$ cat src/rtl/ghost_pkg.sv
// ghost_pkg: shared types and defaults for the ghost scheduler slice.
//   sched_state_t  scheduler FSM state encoding
//   dir_t          2-bit mover direction codes carried on random_dir
//   DEF_*          default frame timing constants (30 Hz frame rate)
//   lfsr_next      one step of the 8-bit Fibonacci LFSR (taps 8,6,5,4)
package ghost_pkg;

    typedef enum logic [1:0] {
        IDLE_ST   = 2'd0,
        RUN_ST    = 2'd1,
        FRIGHT_ST = 2'd2,
        PAUSE_ST  = 2'd3
    } sched_state_t;

    typedef enum logic [1:0] {
        DIR_UP    = 2'd0,
        DIR_RIGHT = 2'd1,
        DIR_DOWN  = 2'd2,
        DIR_LEFT  = 2'd3
    } dir_t;

    localparam int         DEF_NUM_GHOSTS      = 2;
    localparam int         DEF_FRAMES_PER_TURN = 150;
    localparam int         DEF_FRIGHT_FRAMES   = 180;
    localparam int         DEF_RESPAWN_FRAMES  = 60;
    localparam logic [7:0] DEF_LFSR_SEED       = 8'hA5;

    // x^8 + x^6 + x^5 + x^4 + 1 is maximal length, so a nonzero seed never reaches 0.
    function automatic logic [7:0] lfsr_next(input logic [7:0] s);
        return {s[6:0], s[7] ^ s[5] ^ s[4] ^ s[3]};
    endfunction

endpackage

$ cat src/rtl/ghost_respawn_timer.sv
// ghost_respawn_timer: per-ghost hold-off counter after the ghost is eaten.
//   clk, reset  clock, async active-high reset
//   clear       drop any pending hold-off (new game)
//   load        start a hold-off of RESPAWN_FRAMES frames (wins over tick)
//   tick        one frame elapsed; counter saturates at 0
//   busy        counter nonzero: the ghost is held stopped
module ghost_respawn_timer
    import ghost_pkg::*;
#(
    parameter int RESPAWN_FRAMES = DEF_RESPAWN_FRAMES
) (
    input  logic clk,
    input  logic reset,
    input  logic clear,
    input  logic load,
    input  logic tick,
    output logic busy
);

    localparam int CW = $clog2(RESPAWN_FRAMES + 1);

    logic [CW-1:0] cnt;

    always_ff @(posedge clk or posedge reset) begin
        if (reset)
            cnt <= '0;
        else if (clear)
            cnt <= '0;
        else if (load)
            cnt <= CW'(RESPAWN_FRAMES);
        else if (tick && cnt != '0)
            cnt <= cnt - 1'b1;
    end

    assign busy = (cnt != '0);

endmodule

$ cat src/rtl/ghost_scheduler.sv
// ghost_scheduler: game-level controller for all ghost movers.
//   clk, reset            clock, async active-high reset
//   startOfFrame          1-cycle frame pulse
//   game_start            level, leaves IDLE_ST
//   game_pause            level, freezes timers/LFSR/strobes while high
//   power_pellet          1-cycle pulse, enter or extend frightened mode
//   collision_pac_ghost   per-ghost collision level
//   ghost_reset           per-ghost 1-cycle respawn pulse
//   ghost_stop            per-ghost hold level
//   turn_strobe           per-ghost 1-cycle re-pick pulse
//   random_dir            2 bits per ghost, held between that ghost's strobes
//   frightened            high while in FRIGHT_ST
//   ghost_eaten, pac_dead 1-cycle score / death events
module ghost_scheduler
    import ghost_pkg::*;
#(
    parameter int         NUM_GHOSTS      = DEF_NUM_GHOSTS,
    parameter int         FRAMES_PER_TURN = DEF_FRAMES_PER_TURN,
    parameter int         FRIGHT_FRAMES   = DEF_FRIGHT_FRAMES,
    parameter int         RESPAWN_FRAMES  = DEF_RESPAWN_FRAMES,
    parameter logic [7:0] LFSR_SEED       = DEF_LFSR_SEED
) (
    input  logic                    clk,
    input  logic                    reset,
    input  logic                    startOfFrame,
    input  logic                    game_start,
    input  logic                    game_pause,
    input  logic                    power_pellet,
    input  logic [NUM_GHOSTS-1:0]   collision_pac_ghost,
    output logic [NUM_GHOSTS-1:0]   ghost_reset,
    output logic [NUM_GHOSTS-1:0]   ghost_stop,
    output logic [NUM_GHOSTS-1:0]   turn_strobe,
    output logic [2*NUM_GHOSTS-1:0] random_dir,
    output logic                    frightened,
    output logic                    ghost_eaten,
    output logic                    pac_dead
);

    localparam int FW = $clog2(FRAMES_PER_TURN + 1);
    localparam int TW = $clog2(FRIGHT_FRAMES + 1);
    localparam int PW = (NUM_GHOSTS > 1) ? $clog2(NUM_GHOSTS) : 1;

    sched_state_t          state, saved_state;
    logic [7:0]            lfsr;
    logic [FW-1:0]         frame_cnt;
    logic [TW-1:0]         fright_cnt;
    logic [NUM_GHOSTS-1:0] pending;
    logic [PW-1:0]         rr_ptr, round_idx;
    logic [NUM_GHOSTS-1:0] busy;

    logic                  active, run_hit, frame_tick, new_game;
    logic [NUM_GHOSTS-1:0] eat;

    assign active     = (state == RUN_ST) || (state == FRIGHT_ST);
    // A RUN collision ends the level, so that cycle does no frame bookkeeping.
    assign run_hit    = (state == RUN_ST) && (|collision_pac_ghost);
    assign frame_tick = startOfFrame && active && !game_pause && !run_hit;
    assign new_game   = (state == IDLE_ST) && game_start;
    // Ghosts already respawning cannot be eaten again.
    assign eat        = (state == FRIGHT_ST && !game_pause) ? (collision_pac_ghost & ~busy) : '0;

    assign frightened = (state == FRIGHT_ST);
    assign ghost_stop = active ? busy : '1;

    genvar g;
    generate
        for (g = 0; g < NUM_GHOSTS; g++) begin : gen_timer
            ghost_respawn_timer #(.RESPAWN_FRAMES(RESPAWN_FRAMES)) u_timer (
                .clk   (clk),
                .reset (reset),
                .clear (new_game),
                .load  (eat[g]),
                .tick  (frame_tick),
                .busy  (busy[g])
            );
        end
    endgenerate

    // Round-robin pick: rotate the eligible mask so rr_ptr sits at bit 0,
    // take the lowest set bit, then rotate the offset back.
    logic [NUM_GHOSTS-1:0]   eligible, rot;
    logic [2*NUM_GHOSTS-1:0] dbl;
    logic [PW:0]             sum;
    logic [PW-1:0]           off, grant_idx, next_ptr;
    logic                    grant_vld;
    logic [NUM_GHOSTS-1:0]   grant_oh;

    always_comb begin
        eligible  = pending & ~busy;
        dbl       = {eligible, eligible} >> rr_ptr;
        rot       = dbl[NUM_GHOSTS-1:0];
        grant_vld = 1'b0;
        off       = '0;
        for (int i = NUM_GHOSTS - 1; i >= 0; i--) begin
            if (rot[i]) begin
                grant_vld = 1'b1;
                off       = PW'(i);
            end
        end
        sum = {1'b0, rr_ptr} + {1'b0, off};
        if (sum >= (PW+1)'(NUM_GHOSTS))
            sum = sum - (PW+1)'(NUM_GHOSTS);
        grant_idx = sum[PW-1:0];
        next_ptr  = (grant_idx == PW'(NUM_GHOSTS - 1)) ? '0 : grant_idx + 1'b1;
        grant_oh  = grant_vld ? (NUM_GHOSTS'(1) << grant_idx) : '0;
    end

    always_ff @(posedge clk or posedge reset) begin
        if (reset) begin
            state       <= IDLE_ST;
            saved_state <= IDLE_ST;
            lfsr        <= LFSR_SEED;
            frame_cnt   <= '0;
            fright_cnt  <= '0;
            pending     <= '0;
            rr_ptr      <= '0;
            round_idx   <= '0;
            ghost_reset <= '0;
            turn_strobe <= '0;
            random_dir  <= {NUM_GHOSTS{2'(DIR_UP)}};
            ghost_eaten <= 1'b0;
            pac_dead    <= 1'b0;
        end else begin
            ghost_reset <= '0;
            turn_strobe <= '0;
            ghost_eaten <= 1'b0;
            pac_dead    <= 1'b0;
            if (state != PAUSE_ST)
                lfsr <= lfsr_next(lfsr);

            case (state)
                IDLE_ST: begin
                    if (game_start) begin
                        state       <= RUN_ST;
                        ghost_reset <= '1;
                        frame_cnt   <= '0;
                        fright_cnt  <= '0;
                        pending     <= '0;
                        rr_ptr      <= '0;
                        round_idx   <= '0;
                    end
                end

                PAUSE_ST: begin
                    if (!game_pause)
                        state <= saved_state;
                end

                default: begin
                    if (game_pause) begin
                        saved_state <= state;
                        state       <= PAUSE_ST;
                    end else if (run_hit) begin
                        pac_dead    <= 1'b1;
                        ghost_reset <= '1;
                        state       <= IDLE_ST;
                    end else begin
                        if (state == RUN_ST) begin
                            if (power_pellet) begin
                                state      <= FRIGHT_ST;
                                fright_cnt <= TW'(FRIGHT_FRAMES);
                            end
                        end else begin
                            if (|eat) begin
                                ghost_reset <= eat;
                                ghost_eaten <= 1'b1;
                            end
                            if (power_pellet)
                                fright_cnt <= TW'(FRIGHT_FRAMES);
                            else if (startOfFrame) begin
                                if (fright_cnt <= TW'(1)) begin
                                    fright_cnt <= '0;
                                    state      <= RUN_ST;
                                end else
                                    fright_cnt <= fright_cnt - 1'b1;
                            end
                        end

                        // Turn rounds keep running through mode changes.
                        if (startOfFrame) begin
                            if (frame_cnt == FW'(FRAMES_PER_TURN - 1)) begin
                                frame_cnt <= '0;
                                pending   <= '1;
                                rr_ptr    <= round_idx;
                                round_idx <= (round_idx == PW'(NUM_GHOSTS - 1)) ? '0 : round_idx + 1'b1;
                            end else begin
                                frame_cnt <= frame_cnt + 1'b1;
                                if (grant_vld) begin
                                    turn_strobe <= grant_oh;
                                    pending     <= pending & ~grant_oh;
                                    rr_ptr      <= next_ptr;
                                    for (int i = 0; i < NUM_GHOSTS; i++)
                                        if (grant_oh[i])
                                            random_dir[2*i +: 2] <= lfsr[1:0];
                                end
                            end
                        end
                    end
                end
            endcase
        end
    end

endmodule

$ cat config.mk
export PLATFORM = sky130hd
export DESIGN_NAME = ghost_scheduler
export DESIGN_NICKNAME = d
export VERILOG_FILES = /design/src/rtl/ghost_pkg.sv /design/src/rtl/ghost_respawn_timer.sv /design/src/rtl/ghost_scheduler.sv
export SDC_FILE = /design/constraint.sdc
export NUM_CORES = 1
export LEC_CHECK = 0
export ABC_AREA = 1
export CORE_MARGIN = 2
export CORE_UTILIZATION = 35
export DETAILED_ROUTE_END_ITERATION = 8
export PLACE_DENSITY_LB_ADDON = 0.2
export SYNTH_ARGS = -nofsm -noshare
export SYNTH_HDL_FRONTEND = slang
export SYNTH_SLANG_ARGS = --single-unit
$ cat constraint.sdc
create_clock -name clk -period 2 [get_ports clk]
set_input_delay 0.4 -clock clk [delete_from_list [all_inputs] [get_ports clk]]
set_output_delay 0.4 -clock clk [all_outputs]
set_load 0.05 [all_outputs]
# [After elaboration in Yosys (flattened, before gate mapping)]
# Index checks and enable logic that the tools add are counted.
[classes] add_sub_neg=8 eq_ne=11 n_lt_le_gt_ge=2 muxes=78 reduce_logical=32 n_bitwise=13 shifts=2
[op_table] op="8-bit two-way mux" count=12
[op_table] op="2-bit two-way mux" count=29
[op_table] op="6-bit two-way mux" count=6
[op_table] op="8-bit case mux with 2 select lines" count=2
[op_table] op="1-bit two-way mux" count=24
[op_table] op="6-bit nonzero test" count=4
[op_table] op="6-bit AND reduction" count=3
[op_table] op="7-bit AND reduction" count=2
[op_table] op="2-bit case mux with 2 select lines" count=3
[op_table] op="3-bit nonzero test" count=4
[op_table] op="6-bit by 1-bit subtractor with 6-bit output (second input constant)" count=2
[op_table] op="5-bit AND reduction" count=2
[op_table] op="8-bit by 1-bit adder with 8-bit output (second input constant)" count=1
[op_table] op="8-bit == test (second input constant)" count=1
[op_table] op="8-bit by 1-bit <= comparator with 1-bit output (second input constant)" count=1
[op_table] op="1-bit logical AND" count=8
[op_table] op="8-bit by 1-bit subtractor with 8-bit output (second input constant)" count=1
[op_table] op="2-bit AND" count=3
[op_table] op="6-bit by 2-bit inequality test with 1-bit output (second input constant)" count=1
[op_table] op="6-bit by 4-bit inequality test with 1-bit output (second input constant)" count=1
[op_table] op="2-bit OR reduction" count=3
[op_table] op="1-bit inverter" count=5
[op_table] op="2-bit == test (second input constant)" count=2
[op_table] op="2-bit by 1-bit inequality test with 1-bit output (second input constant)" count=2
[op_table] op="other kinds (16)" count=24
[totals] output_inout_bits=13 elab_cells=162 in_bits=8 register_bits=54

# [Depth between registers and ports, before layout]
# Gate-level depths: netlist (run 1).
[logic_depth] ltp_word=19 ltp_mapped=12 depth_no_buf=12

# [Modules after synthesis]
# From an unflattened synthesis (run 1), not the netlist that was laid out.
[unflattened] cells_unflattened=434 hier_area_um2=3285.7
[modules_own_cells] mod="ghost_scheduler" area_per_inst_um2=2414.8 n_inst=1 seq_area_each_um2=1056.0 cells_each=318
[modules_own_cells] mod="ghost_respawn_timer" area_per_inst_um2=435.4 n_inst=2 seq_area_each_um2=150.1 cells_each=58

# [Worst setup path after synthesis (run 1)]
# OpenSTA, ideal clock, no wires.
[synth_timing] path_type="flip-flop to flip-flop" start="register state[0]" end="register gen_timer[0].u_timer.cnt[2]" path_slack_ns=0.179 t_arrival_ns=1.697 setup_ns=0.123 stages_incl_launch_ff=10 synth_period_minus_slack_ns=1.821 path_buffers=0 required_time_ns=1.877 cell_sequence="dfrtp_1 -> inv_1 -> ha_1 -> nand2_2 -> inv_1 -> nand3_1 -> nand3_4 -> inv_2 -> nand2_1 -> o21ai_1"
[synth_via] elab_chain_len=7 word_cells_on_any_way=16 classes_between="eq/ne (2); mux (3); reduce/logical (11)"
[synth_rtl] item="start: declaration" line="ghost_scheduler.sv:43" source="sched_state_t state, saved_state;"
[synth_rtl] item="start signal: assignment" line="ghost_scheduler.sv:146" source="state <= saved_state;"
[synth_rtl] item="2-bit == test *"
[synth_rtl] item="named net frightened" line="ghost_scheduler.sv:34" source="output logic frightened,"
[synth_rtl] item="1-bit logical OR" line="ghost_scheduler.sv:54" source="assign active = (state == RUN_ST) || (state == FRIGHT_ST);"
[synth_rtl] item="1-bit logical AND (3 in series)" line="ghost_scheduler.sv:57" source="assign frame_tick = startOfFrame && active && !game_pause && !run_hit;"
[synth_rtl] item="1-bit logical AND" line="ghost_respawn_timer.sv:31" source="else if (tick && cnt != '0)"
[synth_rtl] item="3-bit nonzero test (no source line)"
[synth_rtl] item="end signal: assignment" line="ghost_respawn_timer.sv:30" source="cnt <= CW'(RESPAWN_FRAMES);"
[synth_rtl] item="end signal: assignment" line="ghost_respawn_timer.sv:32" source="cnt <= cnt - 1'b1;"
[synth_rtl] item="end: declaration" line="ghost_respawn_timer.sv:22" source="logic [CW-1:0] cnt;"
# Mark *: on every way through the listed nets, which the timed path passes. The rest lies on a longest branch.
# A chain may end at the register's enable or synchronous reset.

# [Final worst setup path (run 1)]
[layout_timing] start="register state[1]" end="output port ghost_stop[0]"
[layout_via] elab_chain_len=3 word_cells_on_any_way=4 classes_between="eq/ne (2); mux (1); reduce/logical (1)"
[layout_rtl] item="2-bit by 1-bit == test with 1-bit output or 2-bit == test (tied branches)" line="ghost_scheduler.sv:54"
[layout_rtl] item="1-bit logical OR *" line="ghost_scheduler.sv:54"
[layout_rtl] item="2-bit two-way mux *" line="ghost_scheduler.sv:63" source="assign ghost_stop = active ? busy : '1;"
[layout_rtl] item="end: declaration" line="ghost_scheduler.sv:31" source="output logic [NUM_GHOSTS-1:0] ghost_stop,"
# Every way passes the cells marked *; elsewhere a longest branch is shown, timed or not.

==> metrics.txt, run 1 <==
Yosys cell types=43; Slew Limit Fails=0; synthesized instance count=~420; RSZ-0062 raised after global routing=true; cts hold-fix bufs=0; Die H=approximately 100 um; Power Dens Cells=roughly 1300 nW/um^2; P_int=about 2.9 mW; Slew headroom=0.666; DRT Wirelength=between 7000 and 8000 um; Max Cap Viol=0; # setup viols final=0; num rows=35; Final min period=1.93 ns; commonest non-fill, non-tap cell in the layout=nand2_1; setup ws final=~0.072 ns; commonest non-fill, non-tap cells in the layout=nand2_1 (109), dfrtp_1 (50), inv_1 (43), nand3_1 (33), o21ai_0 (29); first-pass GRT wire length=12,500 um; largest net degree at the start of global routing=55; CTS H-tree lvls=2; Clock Power Share=0.139; Fmax=~0.52 GHz; Tot GR Track Use=0.151; sequential element share of the synthesized area=0.411; Clock Tree Root=clkbuf_8; Post-synth EDFFs=0; DR vias/cell=about 4.8; Switching Share=0.457; TritonRoute pass-1 iters=4; syn nets=about 440; Routed Antenna Nets=0; Buffers on Ports=20; synthesized area per cell=between 7 and 8 um^2; WS Path Type=flop to primary output; Seq cells post-synth=54; synthesized cell area=approximately 3300 um^2; Max Clock Skew=between 0.01 and 0.015 ns; Ys Warns=0; TritonCTS clock tree=done; die area=about 10,000 um^2; period utilization=0.964; Num Clock Sinks=54; core area=roughly 9200 um^2; worst setup path startpoint=state[1]; Place WS=roughly 0.046 ns; crit path launch type=flop; Psw=between 2 and 2.5 mW; Async S/R FF share, synth=1.00; fin nets=between 400 and 500; Area growth syn-to-layout=19.9%; Crit. End Element=primary output; WP data required=roughly 1.6 ns; Design Power=5.28 mW; actual slew at the worst max-slew pin=between 0.4 and 0.5 ns; clock transition at the registers of the reported paths=roughly 0.1 ns; Worst Path Arrival=between 1.5 and 2 ns; vias in the first global route=around 2,700; DP HPWL=5440 um; cells on worst reg2reg path=11; wire per inst=12.4 um; initial antenna violation count=0; peak supply drop=around 0.75 mV; Hold WS=0.444 ns; ANT cells=0; DRC=0; initial core utilization=0.359; CTS max path bufs=2; status=finished clean; Logic pwr share=0.561; multi-input logic area=roughly 1700 um^2; Static Leak=between 1.5 and 2 nW; Critical Path Fanout Max=7; Worst-Skew Late Latency=roughly 0.31 ns; sequential share of power=0.300; reg-to-reg startpoint=state[1]; Hold WC Path Type=input port to async pin; DRT iter0 DRCs=a little under 70; Chip Width=just over 100 um; Synth Flop Type=dfrtp_1; Hold Fails Final Rpt=0; cts bufs inserted=5; Overflow after GRT=0; layout cells sized above 1=0.197; vias post-DR=roughly 2,800; FF+latch area=between 1000 and 1500 um^2; io pins=21; gpl congestion=roughly 0.84; Fill cells=roughly 940; worst reg2reg setup slack=0.19 ns
[final cells by class]
cell class	count	share of cell area
multi-input combinational	302	0.437
sequential	54	0.343
timing repair buffer	41	0.101
inverter	58	0.0560
tap	111	0.0351
clock buffer	5	0.0174
clock inverter	3	0.0101
[stage by stage]
stage          instance area, um^2  utilization  TNS (ns)  instances
2_1_floorplan                 3300            -         0        417
3_3_place_gp                  3770        0.410         0        560
3_5_place_dp                  3770        0.410         0        560
4_1_cts                       3900        0.424         0        570
5_1_grt                       3960        0.430  -0.00591        574
6_report                      3960        0.430         0        574
[logic make-up (layout without fill, tap and decap cells)]
logic type	Yosys count	count (layout)	share of synthesized area
simple gates	219	219	0.334
buf+inv	61	107	0.0724
compound gates	60	60	0.107
flops	54	54	0.411
fa+ha+maj	13	13	0.0493
xor+xnor	10	10	0.0265
[worst max-delay path: stages, from the launching register on]
cell,delay (ns)
dfrtp_1,0.42
inv_2,0.10
ha_2,0.28
buf_4,0.16
nand2_1,0.12
buf_12,0.15
[power groups by stage]
stage | registers, mW | logic, mW | clock network (mW)
finish | 1.59 | 2.96 | 0.733
floorplan | 1.63 | 2.04 | 0
global route | 1.62 | 3.36 | 0.806
CTS | 1.58 | 2.87 | 0.761
global placement | 1.62 | 2.79 | 0
detailed placement | 1.61 | 2.81 | 0
[timing repair]
action / CTS / global route
pin swaps: 0 / 0
setup endpoints to repair: 2 / 11
setup buffers: 2 / 4
resized for setup: 1 / 8
[per-layer routing]
layer  global-route usage  wire length [um]
met2                0.254              3340
met5                    0                 0
met1                0.202              3520
met3               0.0257               190
met4               0.0353                66
[synthesized netlist by cell type (3+ instances only)]
library cell / number / area (um^2)
nand2_1: 109 / 409
dfrtp_1: 50 / 1250
inv_1: 47 / 176
nand3_1: 33 / 165
o21ai_0: 29 / 145
nor2_1: 27 / 101
ha_1: 13 / 163
inv_2: 10 / 37.5
nand2_2: 8 / 50.1
xor2_1: 8 / 70.1
a21oi_1: 7 / 35.0
nand4_1: 7 / 43.8
nor3_1: 7 / 35.0
nor2_2: 5 / 31.3
nor2_4: 5 / 56.3
a21boi_1: 4 / 30.0
dfstp_2: 4 / 105
nand2_4: 4 / 45.0
o21ai_1: 4 / 20.0
o31ai_1: 4 / 30.0
nand3_4: 3 / 52.6
o211ai_1: 3 / 22.5
[state kept, by name, indices dropped and copies added (netlist names)]
name,count
frame_cnt,8
fright_cnt,8
gen_timer.u_timer.cnt,12
ghost_eaten,1
ghost_reset,2
lfsr,8
pac_dead,1
pending,2
random_dir,4
round_idx,1
rr_ptr,1
saved_state,2
state,2
turn_strobe,2
[final timing paths]
check,end
worst min-delay path,frame_cnt[1]
max in group asynchronous,lfsr[0]
min in group clk,round_idx
worst max register to register,frame_cnt[5]
worst min register to register,round_idx
worst max-delay path,ghost_stop[0]
(Power assumes the default switching activity.)
==> run 2, diff against run 1 <==
--- a/config.mk
+++ b/config.mk
@@ -7,7 +7,7 @@
 export LEC_CHECK = 0
 export ABC_AREA = 1
 export CORE_MARGIN = 2
-export CORE_UTILIZATION = 35
+export CORE_UTILIZATION = 25
 export DETAILED_ROUTE_END_ITERATION = 8
 export PLACE_DENSITY_LB_ADDON = 0.2
 export SYNTH_ARGS = -nofsm -noshare
==> run 2 against run 1 <==
  * Largest cell class unchanged
  * Setup slack improved by 0.010 ns
  * Total power rose by 5.0%
  * First-iteration DRC count rose by 71%
  * Global-route usage fell by 3.5 points
  * Die area rose by 38%
  * Register-to-register slack improved by 0.03 ns
  * Sequential cell count did not move
  * Non-clock buffer count fell by 1
  * Clock power rose by 43%
  * Via count rose by 0.47%
  * Highest routed layer unchanged
  * Clock skew fell by 0.0034 ns
  * Largest power group unchanged
==> metrics.txt, run 2 (synthesis results as in run 1) <==
wire per inst=12.1 um (was 12.4 um); largest register by flop count=gen_timer.u_timer.cnt (unchanged); Fill cells=1,361 (was 943); TritonCTS clock tree=done (unchanged); Hold Fails Final Rpt=0 (unchanged); gpl congestion=0.860 (was 0.844); multi-input logic area=1710 um^2 (was 1730 um^2); Num Clock Sinks=54 (unchanged); io pins=21 (unchanged); ANT cells=0 (unchanged); WP data required=1.60 ns (about the same); die area=14,100 um^2 (was 10,200 um^2); core area=12,800 um^2 (was 9200 um^2); Place WS=0.0286 ns (was 0.0455 ns); Fmax=0.522 GHz (was 0.519 GHz); clock transition at the registers of the reported paths=0.08 ns (was 0.10 ns); DR vias/cell=4.38 (was 4.81); RSZ-0062 raised after global routing=false (was true); CTS H-tree lvls=2 (unchanged); vias in the first global route=2,760 (was 2,660); Max Clock Skew=0.00728 ns (was 0.0107 ns); first-pass GRT wire length=13,300 um (was 12,500 um); Overflow after GRT=0 (unchanged); setup ws final=0.0827 ns (was 0.0723 ns); Static Leak=1.93 nW (was 1.92 nW); layout cells sized above 1=0.195 (was 0.197); Chip Width=119 um (was 101 um); initial core utilization=0.258 (was 0.359); Buffers on Ports=20 (unchanged); Tot GR Track Use=0.116 (was 0.151); # setup viols final=0 (unchanged); Slew headroom=0.660 (was 0.666); DP HPWL=5890 um (was 5440 um); crit path launch type=flop (unchanged); Hold WC Path Type=input port to async pin (unchanged); vias post-DR=2,776 (was 2,763); status=finished clean (unchanged); cts hold-fix bufs=0 (unchanged); commonest non-fill, non-tap cell in the layout=nand2_1 (unchanged); largest net degree at the start of global routing=55 (unchanged); Crit. End Element=primary output (unchanged); Clock Tree Root=clkbuf_16 (was clkbuf_8); Worst-Skew Late Latency=0.30 ns (was 0.31 ns); cts bufs inserted=5 (unchanged); period utilization=0.959 (was 0.964); DRC=0 (unchanged); post-route setup TNS=0 ns (unchanged); Slew Limit Fails=0 (unchanged); Worst Path Arrival=1.52 ns (was 1.53 ns); Max Cap Viol=0 (unchanged); Area growth syn-to-layout=23.2% (was 19.9%); DRT iter0 DRCs=116 (was 68); TritonRoute pass-1 iters=5 (was 4); FF+latch area=1360 um^2 (about the same); num rows=41 (was 35); fin nets=482 (was 483); Final min period=1.92 ns (was 1.93 ns); WS Path Type=flop to primary output (unchanged); Die H=119 um (was 101 um); Power Dens Cells=1360 nW/um^2 (was 1340 nW/um^2); Critical Path Fanout Max=7 (unchanged); Largest register FFs=12 (unchanged); initial antenna violation count=0 (unchanged); peak supply drop=0.447 mV (was 0.749 mV); CTS max path bufs=2 (unchanged); DRT Wirelength=7690 um (was 7120 um); Routed Antenna Nets=0 (unchanged); commonest non-fill, non-tap cells in the layout=nand2_1 (109), dfrtp_1 (49), inv_1 (42), nand3_1 (33), o21ai_0 (29) (was nand2_1 (109), dfrtp_1 (50), inv_1 (43), nand3_1 (33), o21ai_0 (29)); actual slew at the worst max-slew pin=0.508 ns (was 0.500 ns)
## run 2: layout make-up
class                      count  area share
multi-input combinational    302       0.420
sequential                    54       0.334
timing repair buffer          40      0.0966
inverter                      58      0.0538
tap                          172      0.0529
clock buffer                   7      0.0351
clock inverter                 1     0.00738
## run 2: layer usage
layer,wire [um],global-route usage,share of wire,up-vias
met3,205,0.0220,0.027,7
li1,-,-,-,1441
met1,3840,0.156,0.50,1294
met2,3560,0.187,0.46,34
met5,0,0,0,-
met4,87,0.0357,0.011,0
## run 2: final timing paths
path                       startpoint             to  slack (ns)  depth (start not counted)
hold reg to reg             round_idx      round_idx        0.48                          2
hold / removal                  reset   frame_cnt[5]        0.48                          3
setup / recovery             state[1]  ghost_stop[1]        0.08                          5
setup reg to reg             state[1]    ghost_eaten        0.22                          7
max in group asynchronous       reset        lfsr[5]        1.24                          3
min in group clk            round_idx      round_idx        0.48                          2
## run 2: where the power goes
part	internal, mW	switching (mW)
combinational	1.10	1.79
clock	0.628	0.421
sequential	1.37	0.243
total	3.10	2.45
## run 2: metrics by stage
| step | total power [mW] | util | hold slack (ns) | std cells | instance area [um^2] |
|---|---|---|---|---|---|
| after floorplan | 3.67 | - | 0.444 | 417 | 3300 |
| after global placement | 4.49 | 0.303 | 0.470 | 624 | 3870 |
| after detailed placement | 4.50 | 0.303 | 0.465 | 624 | 3870 |
| after CTS | 5.58 | 0.317 | 0.481 | 632 | 4050 |
| after global routing | 6.05 | 0.318 | 0.512 | 634 | 4070 |
| final | 5.55 | 0.318 | 0.480 | 634 | 4070 |
## run 2: critical path, stage by stage (launching register included)
cell	delay (ns)
dfrtp_2	0.45
inv_2	0.08
ha_2	0.27
buf_4	0.16
nand2_1	0.11
buf_12	0.14
## run 2: repair_timing
| item | 4_1_cts | 5_1_grt |
|---|---|---|
| gates resized for setup | 1 | 6 |
| buffers inserted | 0 | 2 |
| endpoints found under the setup margin | 2 | 7 |
